<file path="config.mk">
export PLATFORM = sky130hd
export DESIGN_NAME = prime_scan_ctrl
export DESIGN_NICKNAME = d
export VERILOG_FILES = /design/src/rtl/prime_scan_ctrl.sv
export SDC_FILE = /design/constraint.sdc
export NUM_CORES = 1
export LEC_CHECK = 0
export ABC_AREA = 1
export BUFFER_PORTS_ARGS = -buffer_cell sky130_fd_sc_hd__buf_2
export CORE_UTILIZATION = 57
export CTS_CLUSTER_DIAMETER = 200
export DETAILED_ROUTE_END_ITERATION = 12
export GPL_TIMING_DRIVEN = 0
export PLACE_DENSITY_LB_ADDON = 0.15
export SLEW_MARGIN = 20
export SYNTH_ARGS = -nofsm -noshare
export SYNTH_HDL_FRONTEND = slang
export SYNTH_SLANG_ARGS = --single-unit
</file>
<file path="constraint.sdc">
create_clock -name clk -period 3.7 [get_ports clk]
set_input_delay 0.37 -clock clk [delete_from_list [all_inputs] [get_ports clk]]
set_output_delay 0.37 -clock clk [all_outputs]
set_load 0.01 [all_outputs]
</file>
<file path="src/rtl/prime_scan_ctrl.sv">
// Sweeps an operand range through an external combinational prime checker and
// collects a bitmap, a count and the largest prime, returned over valid/ready.
module prime_scan_ctrl #(
    parameter int unsigned WIDTH  = 4,
    parameter int unsigned MASK_W = 2 ** WIDTH,
    parameter int unsigned CNT_W  = WIDTH + 1
) (
    input  logic              clk,
    input  logic              rst_n,
    input  logic              start,
    input  logic [WIDTH-1:0]  lo,
    input  logic [WIDTH-1:0]  hi,
    output logic              busy,
    output logic [WIDTH-1:0]  chk_a,
    input  logic              chk_y,
    output logic              res_valid,
    input  logic              res_ready,
    output logic [MASK_W-1:0] prime_mask,
    output logic [CNT_W-1:0]  prime_cnt,
    output logic [WIDTH-1:0]  last_prime,
    output logic              found,
    output logic              range_err
);

    typedef enum logic [1:0] {
        StIdle,
        StScan,
        StHold
    } state_e;

    state_e           state_q;
    logic [WIDTH-1:0] hi_q;

    always_ff @(posedge clk or negedge rst_n) begin
        if (!rst_n) begin
            state_q    <= StIdle;
            hi_q       <= '0;
            chk_a      <= '0;
            prime_mask <= '0;
            prime_cnt  <= '0;
            last_prime <= '0;
            found      <= 1'b0;
            range_err  <= 1'b0;
            busy       <= 1'b0;
            res_valid  <= 1'b0;
        end else begin
            unique case (state_q)
                StIdle: begin
                    if (start) begin
                        hi_q       <= hi;
                        prime_mask <= '0;
                        prime_cnt  <= '0;
                        last_prime <= '0;
                        found      <= 1'b0;
                        busy       <= 1'b1;
                        if (lo <= hi) begin
                            chk_a     <= lo;
                            range_err <= 1'b0;
                            state_q   <= StScan;
                        end else begin
                            // Inverted range: skip the sweep, report an empty result.
                            range_err <= 1'b1;
                            res_valid <= 1'b1;
                            state_q   <= StHold;
                        end
                    end
                end
                StScan: begin
                    if (chk_y) begin
                        prime_mask[chk_a] <= 1'b1;
                        prime_cnt         <= prime_cnt + CNT_W'(1);
                        last_prime        <= chk_a;
                        found             <= 1'b1;
                    end
                    // Compare before increment so hi = max never wraps chk_a.
                    if (chk_a == hi_q) begin
                        res_valid <= 1'b1;
                        state_q   <= StHold;
                    end else begin
                        chk_a <= chk_a + WIDTH'(1);
                    end
                end
                StHold: begin
                    if (res_ready) begin
                        busy      <= 1'b0;
                        res_valid <= 1'b0;
                        state_q   <= StIdle;
                    end
                end
                default: begin
                    busy      <= 1'b0;
                    res_valid <= 1'b0;
                    state_q   <= StIdle;
                end
            endcase
        end
    end

endmodule

</file>
==> flow_metrics.env, run 1 <==
export IMPL_cts_buffers=5
export IMPL_synth_xor_area_share_pct=0.4400
export IMPL_clk_latency_ns=0.34
export IMPL_combPwrFrac_pct=47.4
export IMPL_slowest_stage="dfrtp_1"
export IMPL_syn_area_sq_mm=0.001991
export IMPL_syn_mean_instance_area_sq_um=8.808
export IMPL_worstPathMaxFanout=7
export IMPL_final_nets=300
export IMPL_grt_max_degree=40
export IMPL_start_kind="flop"
export IMPL_ff2ff_path_depth=10
export IMPL_route_detailed_drc=0
export IMPL_fillers=282
export IMPL_place_ws_ns=2.083
export IMPL_endpoint_kind="flop"
export IMPL_post_cts_buffers=0
export IMPL_cp_startpoint="chk_a[0]"
export IMPL_area_delta_synth_final_pct=16.72
export IMPL_die_area_sq_mm=0.003733
export IMPL_synth_fa_ha_area_share_pct=5.657
export IMPL_ios=46
export IMPL_p_clk_share_pct=12.6
export IMPL_gp_congestion=0.8421
export IMPL_cts_path_max_buffers=2
export IMPL_rows=21
export IMPL_irDropWorstVdd_uv=318.5
export IMPL_maxSlewHeadroom_pct=44.17
export IMPL_die_w_um=61.10
export IMPL_sequentialPowerShare_pct=40.0
export IMPL_clk_pin_slew_worst_paths_ns=0.11
export IMPL_p_leak_uw=0.001388
export IMPL_yosysWarningCount=0
export IMPL_grt_pass1_wl_mm=6.637
export IMPL_drtAntennaViolNets=0
export IMPL_track_usage_pct=24.98
export IMPL_intPower_uw=902.2
export IMPL_path_class="reg2reg"
export IMPL_yosysSeqAreaShare_pct=49.03
export IMPL_swShare_pct=45.52
export IMPL_syn_num_nets=248
export IMPL_timing_final_hold_violations=0
export IMPL_initial_core_util_pct=59.66
export IMPL_final_core_util_pct=69.63
export IMPL_ctsHoldBuffers=0
export IMPL_muxShareOfSynthArea_pct=0.5028
export IMPL_synth_top_family_by_area="simple AND/OR/NAND/NOR gates"
export IMPL_synth_seq_cells=39
export IMPL_critPathRequiredTime_ns=3.99
export IMPL_cts_sinks=39
export IMPL_port_buffers=45
export IMPL_grt_pass1_vias=1424
export IMPL_antenna_found_initial=0
export IMPL_wire_per_inst_um=12.42
export IMPL_cts_resized=0
export IMPL_min_period_over_period_pct=41.30
export IMPL_crit_arrival_ns=1.82
export IMPL_switching_power_uw=753.7
export IMPL_rsz0062_at_grt="no"
export IMPL_coreArea_sq_mm=0.003337
export IMPL_drt_total_wl_mm=4.035
export IMPL_cts_max_level=2
export IMPL_synth_area_leaders="dfrtp_1, nand2_1, ha_1, a21oi_1, inv_1"
export IMPL_drt_pass1_iterations=6
export IMPL_vias=1661
export IMPL_yosysTopAreaCell="dfrtp_1"
export IMPL_setup_tns_ns=0
export IMPL_synth_compound_area_share_pct=10.06
export IMPL_cts_root_buf="clkbuf_4"
export IMPL_setup_viol=0
export IMPL_status="finished, final reports clean"
export IMPL_yosys_area_share_simple_pct=26.90
export IMPL_setup_ws_ns=2.172
export IMPL_period_needed_ns=1.528
export IMPL_yosys_cell_types_count=23
export IMPL_reg2reg_from="chk_a[0]"
export IMPL_worst_path_largest_cell_delay_ns=0.51
export IMPL_worstPathCellList="inv_1 > nand2_1 > nand2_1 > nor2_1 > nand2_1 > nand2_2 > nand2_4 > nand2_4 > nand2_1 > nand2_1"
export IMPL_maxCapViolations=0
export IMPL_slew_viol_final=0
export IMPL_min_path_type="in2async"
export IMPL_worstMarginPinSlew_ns=0.8374
export IMPL_timing_fmax_ghz=0.6544
export IMPL_powerDensity_mw_per_mm2=712.7
export IMPL_syn_inst=226
export IMPL_layout_drive_gt1_share_pct=26.88
export IMPL_gr_total_overflow=0
export IMPL_worst_path_stages=10
export IMPL_fp_dieH_um=61.10
export IMPL_crit_family="simple AND/OR/NAND/NOR gates"
export IMPL_critPathBufInv=1
export IMPL_finalClockSkew_ns=0.006635
export IMPL_drt_iter0_markers=78
export IMPL_cts_tree="done"
export IMPL_synth_top_area_share_pct=49.03
export IMPL_dpl_hpwl_mm=2.944
export IMPL_post_drt_via_cell_ratio=5.111
export IMPL_antennaDiodeCount=0
export IMPL_cpMostUsedCell="nand2_1"
-- power groups by stage --
stage	Sequential (uW)	Combinational (uW)	Clock, uW
global placement	668	771	0
floorplan	700	513	0
detailed placement	670	788	0
global route	682	898	233
CTS	663	789	216
finish	662	784	209
-- synthesized netlist by cell type --
library cell	count
o31ai_2	1
buf_4	2
buf_2	1
inv_1	22
inv_2	5
nand2_1	58
nand2_4	3
buf_12	1
xnor2_1	1
mux2i_1	1
dfrtp_1	39
inv_4	1
nand3_1	13
nor2_8	4
nor2_4	3
o21ai_0	14
nand2_2	2
o21bai_1	1
ha_1	9
a21oi_1	22
nor2_2	1
nand3b_1	1
nor2_1	21
-- path summary, 6_finish.rpt --
kind / endpoint / slack (ns)
setup / recovery: chk_a[1] / 2.17
hold / removal: state_q[1] / 0.11
setup reg to reg: chk_a[1] / 2.17
hold reg to reg: prime_cnt[4] / 0.47
max in group asynchronous: prime_mask[11] / 3.06
min in group clk: hi_q[3] / 0.25
-- area by class of cell --
class / instances / area [sq um] / area share, %
plain buffers: 4 / 40.04 / 1.723
clock buffers: 7 / 45.04 / 1.939
clock inverters: 1 / 5.005 / 0.2154
inverters: 28 / 107.6 / 4.631
multi-input cells: 155 / 867.1 / 37.32
flip-flops and latches: 39 / 975.9 / 42.00
well taps: 46 / 57.56 / 2.477
repair buffers: 45 / 225.2 / 9.693
-- per-stage QoR --
step	power, uW	instances	hold WS (ns)	instance area [sq um]
after floorplan	1213	226	0.07441	1991
after global routing	1812	325	0.1704	2323
after CTS	1668	325	0.1425	2323
final	1656	325	0.1121	2323
after global placement	1439	317	0.4471	2273
after detailed placement	1458	317	0.4555	2273
-- per-layer routing --
metal | track usage, % | vias up | part of all wire [%]
met4 | 10.06 | 0 | 1.6
met3 | 5.042 | 6 | 4.7
met2 | 37.58 | 51 | 46
met1 | 35.46 | 781 | 48
met5 | 0 | - | 0
li1 | - | 823 | -
-- state kept, by name, summed over array words and instances (netlist names) --
register / count
prime_mask: 16
prime_cnt: 5
chk_a: 4
hi_q: 4
last_prime: 4
state_q: 2
busy: 1
found: 1
range_err: 1
res_valid: 1
-- cell families after synthesis --
| family | after synthesis |
|---|---|
| DFF | 39 |
| AOI/OAI and AO/OA | 38 |
| and+or+nand+nor | 106 |
| adders and majority gates | 9 |
| xor gates and xnor gates | 1 |
| muxes | 1 |
| buffers and inverters | 32 |
-- placed cells by master, fill, tap and decap left out, drive strengths merged --
cell type / synthesis / layout
a21oi: 22 / 22
buf: 4 / 49
clkbuf: 0 / 7
clkinv: 0 / 1
dfrtp: 39 / 39
ha: 9 / 9
inv: 28 / 28
mux2i: 1 / 1
nand2: 63 / 63
nand3: 13 / 13
nand3b: 1 / 1
nor2: 29 / 29
o21ai: 14 / 14
o21bai: 1 / 1
o31ai: 1 / 1
xnor2: 1 / 1
(Power assumes the default switching activity.)
==> run 2, diff against run 1 <==
--- a/config.mk
+++ b/config.mk
@@ -7,7 +7,7 @@
 export LEC_CHECK = 0
 export ABC_AREA = 1
 export BUFFER_PORTS_ARGS = -buffer_cell sky130_fd_sc_hd__buf_2
-export CORE_UTILIZATION = 57
+export CORE_UTILIZATION = 53
 export CTS_CLUSTER_DIAMETER = 200
 export DETAILED_ROUTE_END_ITERATION = 12
 export GPL_TIMING_DRIVEN = 0
==> constraint.sdc (replaced) <==
create_clock -name clk -period 1.49 [get_ports clk]
set_input_delay 0.149 -clock clk [delete_from_list [all_inputs] [get_ports clk]]
set_output_delay 0.149 -clock clk [all_outputs]
set_load 0.01 [all_outputs]
==> flow_metrics.env, run 2 (synthesized netlist as in run 1, its figures left out) <==
export IMPL_status="finished, final reports clean"
export IMPL_irDropWorstVdd_uv=975.7
export IMPL_setup_tns_ns=0
export IMPL_largest_register_ffs=16
export IMPL_drt_iter0_markers=103
export IMPL_track_usage_pct=23.66
export IMPL_final_nets=303
export IMPL_grt_max_degree=40
export IMPL_path_class="reg2reg"
export IMPL_gp_congestion=0.8013
export IMPL_cts_max_level=2
export IMPL_gr_total_overflow=0
export IMPL_coreArea_sq_mm=0.003468
export IMPL_crit_arrival_ns=1.56
export IMPL_drtAntennaViolNets=0
export IMPL_worstMarginPinSlew_ns=0.8639
export IMPL_setup_viol=0
export IMPL_post_drt_via_cell_ratio=5.083
export IMPL_drt_total_wl_mm=4.198
export IMPL_worstPathCellList="inv_2 > nand2_1 > nand2_1 > nor2_2 > nand2_1 > nand2_2 > nand2_4 > nand2_4 > nand2_1 > nand2_1"
export IMPL_vias=1662
export IMPL_ff2ff_path_depth=10
export IMPL_cpMostUsedCell="nand2_1"
export IMPL_timing_final_hold_violations=0
export IMPL_die_w_um=63.29
export IMPL_hold_depth=3
export IMPL_min_path_type="in2reg"
export IMPL_largest_registers="prime_mask x16, prime_cnt x5"
export IMPL_critPathRequiredTime_ns=1.71
export IMPL_die_area_sq_mm=0.004005
export IMPL_grt_use_met1_pct=30.61
export IMPL_final_cell_mix="nand2_1, buf_2, dfrtp_1"
export IMPL_initial_core_util_pct=57.40
export IMPL_start_kind="flop"
export IMPL_endpoint_kind="flop"
export IMPL_worst_path_largest_cell_delay_ns=0.48
export IMPL_maxCapViolations=0
export IMPL_cts_root_buf="clkbuf_8"
export IMPL_grt_use_met3_pct=5.616
export IMPL_antenna_found_initial=0
export IMPL_powerDensity_mw_per_mm2=1875
export IMPL_route_detailed_drc=0
export IMPL_drt_pass1_iterations=4
export IMPL_antennaDiodeCount=0
export IMPL_grt_pass1_wl_mm=7.210
export IMPL_cts_tree="done"
export IMPL_period_needed_ns=1.339
export IMPL_ios=46
export IMPL_worst_path_stages=10
export IMPL_slowest_stage="dfrtp_1"
export IMPL_rows=21
export IMPL_cts_path_max_buffers=2
export IMPL_clk_pin_slew_worst_paths_ns=0.07
export IMPL_min_period_over_period_pct=89.83
export IMPL_finalClockSkew_ns=0.008278
export IMPL_cts_buffers=5
export IMPL_fillers=304
export IMPL_timing_fmax_ghz=0.7471
export IMPL_largest_register="prime_mask"
export IMPL_p_leak_uw=0.001421
export IMPL_met2_usage_pct=38.17
export IMPL_maxSlewHeadroom_pct=42.40
export IMPL_top_usage_layer="met2"
export IMPL_layout_drive_gt1_share_pct=28.83
export IMPL_crit_family="simple AND/OR/NAND/NOR gates"
export IMPL_worstPathMaxFanout=7
export IMPL_fp_dieH_um=63.29
export IMPL_dpl_hpwl_mm=3.061
export IMPL_whs_ns=0.07672
export IMPL_wire_per_inst_um=12.84
export IMPL_slew_viol_final=0
export IMPL_clk_latency_ns=0.29
export IMPL_port_buffers=45
export IMPL_cts_sinks=39
export IMPL_final_common_cell="nand2_1"
export IMPL_critPathBufInv=1
export IMPL_area_delta_synth_final_pct=20.87
export IMPL_grt_pass1_vias=1615
export IMPL_rsz0062_at_grt="no"
==> run 2: layout make-up <==
type / count / area, sq um / area share [%]
clock inverter: 1 / 30.03 / 1.248
timing repair buffer: 48 / 250.2 / 10.40
buffer: 4 / 40.04 / 1.664
multi-input combinational: 155 / 869.6 / 36.14
inverter: 28 / 107.6 / 4.472
sequential: 39 / 978.4 / 40.67
clock buffer: 6 / 72.57 / 3.016
tap: 46 / 57.56 / 2.392
==> run 2: per-layer routing <==
metal,vias to the layer above,wire (um),part of all wire [%]
li1,825,-,-
met1,785,1928,46
met2,42,2008,48
met3,10,162,3.9
met4,0,97,2.3
met5,-,0,0
==> run 2: final timing paths <==
kind / from / slack (ns) / to
worst min-delay path: hi[3] / 0.08 / hi_q[3]
max in group asynchronous: rst_n / 0.38 / chk_a[0]
worst min register to register: prime_cnt[4] / 0.47 / prime_cnt[4]
worst max register to register: chk_a[3] / 0.15 / chk_a[0]
worst max-delay path: chk_a[3] / 0.15 / chk_a[0]
min in group asynchronous: rst_n / 0.50 / last_prime[3]
==> run 2: worst min-delay path: stages <==
cell and delay, ns:
buf_2 0.08, nand2_1 0.04, o21ai_0 0.05
==> run 2: metrics by stage <==
step | cells | power [uW] | setup WS (ns) | cell area (sq um) | util [%]
final | 327 | 4512 | 0.1515 | 2406 | 69.37
after global routing | 327 | 4889 | 0.005120 | 2406 | 69.37
after CTS | 325 | 4486 | 0.03162 | 2386 | 68.80
after detailed placement | 317 | 3626 | 0.05419 | 2273 | 65.55
after global placement | 317 | 3571 | 0.08051 | 2273 | 65.55
after floorplan | 226 | 3012 | 0.2367 | 1991 | -
==> run 2: where the power goes <==
| group | leakage (uW) | total (uW) | internal [uW] | switching [uW] |
|---|---|---|---|---|
| Clock | 0.0000513 | 843 | 491 | 352 |
| Combinational | 0.000853 | 2020 | 712 | 1310 |
| Sequential | 0.000516 | 1650 | 1390 | 263 |
| Total | 0.00142 | 4510 | 2590 | 1920 |
==> run 2: what timing repair did <==
action,CTS,global route
hold buffers,1,0
gates resized for setup,0,4
hold endpoints to repair,26,0
buffers inserted,0,2
setup endpoints to repair,0,15
==> run 3, diff against run 2 <==
--- a/config.mk
+++ b/config.mk
@@ -5,7 +5,6 @@
 export SDC_FILE = /design/constraint.sdc
 export NUM_CORES = 1
 export LEC_CHECK = 0
-export ABC_AREA = 1
 export BUFFER_PORTS_ARGS = -buffer_cell sky130_fd_sc_hd__buf_2
 export CORE_UTILIZATION = 53
 export CTS_CLUSTER_DIAMETER = 200
==> flow_metrics.env, run 3 <==
export IMPL_status="finished with violations"
export IMPL_violations="negative setup slack"
export IMPL_vias=1649
export IMPL_ff2ff_path_depth=6
export IMPL_setup_ws_ns=-0.01154
export IMPL_fillers=251
export IMPL_min_period_over_period_pct=100.8
export IMPL_dpl_cell_count=280
export IMPL_holdPathEnd="hi_q[0]"
export IMPL_dpl_hpwl_mm=2.847
export IMPL_yosysTopAreaCell="dfrtp_1"
export IMPL_layout_drive_gt1_share_pct=36.80
export IMPL_yosys_top_cells_count="dfrtp_1, a21oi_1, nand2_1"
export IMPL_initial_core_util_pct=56.78
export IMPL_start_kind="flop"
export IMPL_syn_num_nets=212
export IMPL_antennaDiodeCount=0
export IMPL_largest_registers="prime_mask x16, prime_cnt x5"
export IMPL_ios=46
export IMPL_slew_viol_final=0
export IMPL_synthFlopType="dfrtp_1"
export IMPL_cts_path_max_buffers=2
export IMPL_period_needed_ns=1.502
export IMPL_fin_cells=296
export IMPL_yosys_cell_types_count=41
export IMPL_hold_depth=3
export IMPL_drt_iter0_markers=75
export IMPL_route_detailed_drc=0
export IMPL_maxSlewHeadroom_pct=41.99
export IMPL_clk_pin_slew_worst_paths_ns=0.08
export IMPL_path_class="reg2reg"
export IMPL_r2r_end="chk_a[3]"
export IMPL_async_flop_share_pct=100.0
export IMPL_seq_area_sq_um=978.4
export IMPL_cts_root_buf="clkbuf_8"
export IMPL_cts_tree="done"
export IMPL_worstPathMaxFanout=3
export IMPL_endpoint_kind="flop"
export IMPL_setup_tns_ns=-0.01154
export IMPL_setup_viol=1
export IMPL_rsz0062_at_grt="yes"
export IMPL_min_path_type="in2reg"
export IMPL_finalClockSkew_ns=0.007646
export IMPL_synth_edf_count=0
export IMPL_place_ws_ns=-0.1764
export IMPL_largest_register="prime_mask"
export IMPL_syn_inst=190
export IMPL_synth_top_area_share_pct=49.94
export IMPL_synth_seq_cells=39
export IMPL_rrSetupSlack_ns=-0.01
export IMPL_drt_total_wl_mm=4.570
export IMPL_die_w_um=62.73
export IMPL_synth_most_common_cell="dfrtp_1"
export IMPL_area_delta_synth_final_pct=29.32
export IMPL_rows=21
export IMPL_maxCapViolations=0
export IMPL_crit_arrival_ns=1.67
export IMPL_multi_input_comb_area_sq_um=975.9
export IMPL_coreArea_sq_mm=0.003442
export IMPL_port_buffers=44
export IMPL_final_nets=271
export IMPL_min_delay_start="hi[0]"
export IMPL_die_area_sq_mm=0.003934
export IMPL_final_cell_mix="buf_2, dfrtp_1, nand2_1"
export IMPL_yosysSeqAreaShare_pct=49.94
export IMPL_synth_area_leaders="dfrtp_1, ha_1, a21oi_1, nand2_1, nor2_1"
export IMPL_cts_max_level=2
export IMPL_reg2reg_from="chk_a[3]"
export IMPL_grt_pass1_vias=1492
export IMPL_antenna_found_initial=0
export IMPL_wire_per_inst_um=15.44
export IMPL_fp_dieH_um=62.73
export IMPL_largest_register_ffs=16
export IMPL_drt_pass1_iterations=4
export IMPL_worstMarginPinSlew_ns=0.8701
export IMPL_critPathRequiredTime_ns=1.66
export IMPL_clk_latency_ns=0.29
export IMPL_cts_buffers=5
export IMPL_timing_fmax_ghz=0.6660
export IMPL_cts_sinks=39
export IMPL_syn_mean_instance_area_sq_um=10.29
export IMPL_powerDensity_mw_per_mm2=2086
export IMPL_grt_pass1_wl_mm=7.072
export IMPL_syn_area_sq_mm=0.001954
export IMPL_timing_final_hold_violations=0
export IMPL_grt_max_degree=40
export IMPL_gp_congestion=0.7838
export IMPL_drtAntennaViolNets=0
export IMPL_track_usage_pct=22.99
export IMPL_post_drt_via_cell_ratio=5.571
export IMPL_irDropWorstVdd_uv=1266
export IMPL_p_leak_uw=0.001304
export IMPL_gr_total_overflow=0
export IMPL_yosysWarningCount=0
export IMPL_final_common_cell="buf_2"
## run 3: timing repair
action                                  4_1_cts  5_1_grt
gates resized for setup                       7       18
pin swaps                                     6        7
buffers inserted                              6        2
endpoints found under the setup margin       15       22
endpoints found under the hold margin         2        0
hold buffers                                  1        0
gates cloned                                  0        0
## run 3: per-stage QoR
stage	hold slack, ns	utilization [%]	power [uW]	area [sq um]
global placement	0.3109	64.96	3877	2236
detailed placement	0.3136	64.96	3902	2236
finish	0.07565	73.43	5272	2527
CTS	0.06970	70.52	4896	2427
floorplan	-0.1466	-	3247	1958
global route	0.08172	73.43	5573	2527
## run 3: cell type report
class / count / area share, %
buffer: 8 / 2.723
inverter: 15 / 2.228
timing repair buffer: 53 / 11.49
clock buffer: 8 / 3.960
multi-input combinational: 127 / 38.61
sequential: 39 / 38.71
tap: 46 / 2.277
## run 3: power breakdown
group          internal, uW  total, uW  switching [uW]
Combinational          1290       2740            1450
Clock                   423        782             360
Sequential             1400       1750             340
## run 3: metal layers
| layer | vias to the layer above | routed length (um) | track usage, % |
|---|---|---|---|
| li1 | 779 | - | - |
| met1 | 803 | 2139 | 33.25 |
| met2 | 59 | 2157 | 34.92 |
| met3 | 8 | 212 | 3.102 |
| met4 | 0 | 59 | 9.302 |
| met5 | - | 0 | 0 |
## run 3: cell families after synthesis
family / share of synthesized area [%]
AO/OA/AOI/OAI: 17.22
adder cells (fa/ha/maj): 5.762
buffers and inverters: 6.593
multiplexers: 2.049
XOR/XNOR: 2.945
flip-flops: 49.94
AND/OR/NAND/NOR: 15.49
## run 3: how the worst max path moves through the flow
stage                    start             end  depth (start not counted)
finish                chk_a[3]        chk_a[3]                          6
global route          chk_a[3]        chk_a[3]                          6
CTS                 state_q[0]  prime_mask[13]                          7
detailed placement       hi[3]        chk_a[2]                          8
global placement         hi[3]        chk_a[2]                          8
floorplan             chk_a[0]        chk_a[2]                          6
## run 3: critical path, cell delays in order, from the launching register on
cell	delay, ns
dfrtp_1	0.40
buf_6	0.14
xnor2_4	0.16
nand4_4	0.14
and2_4	0.19
a41oi_1	0.24
a22oi_2	0.11
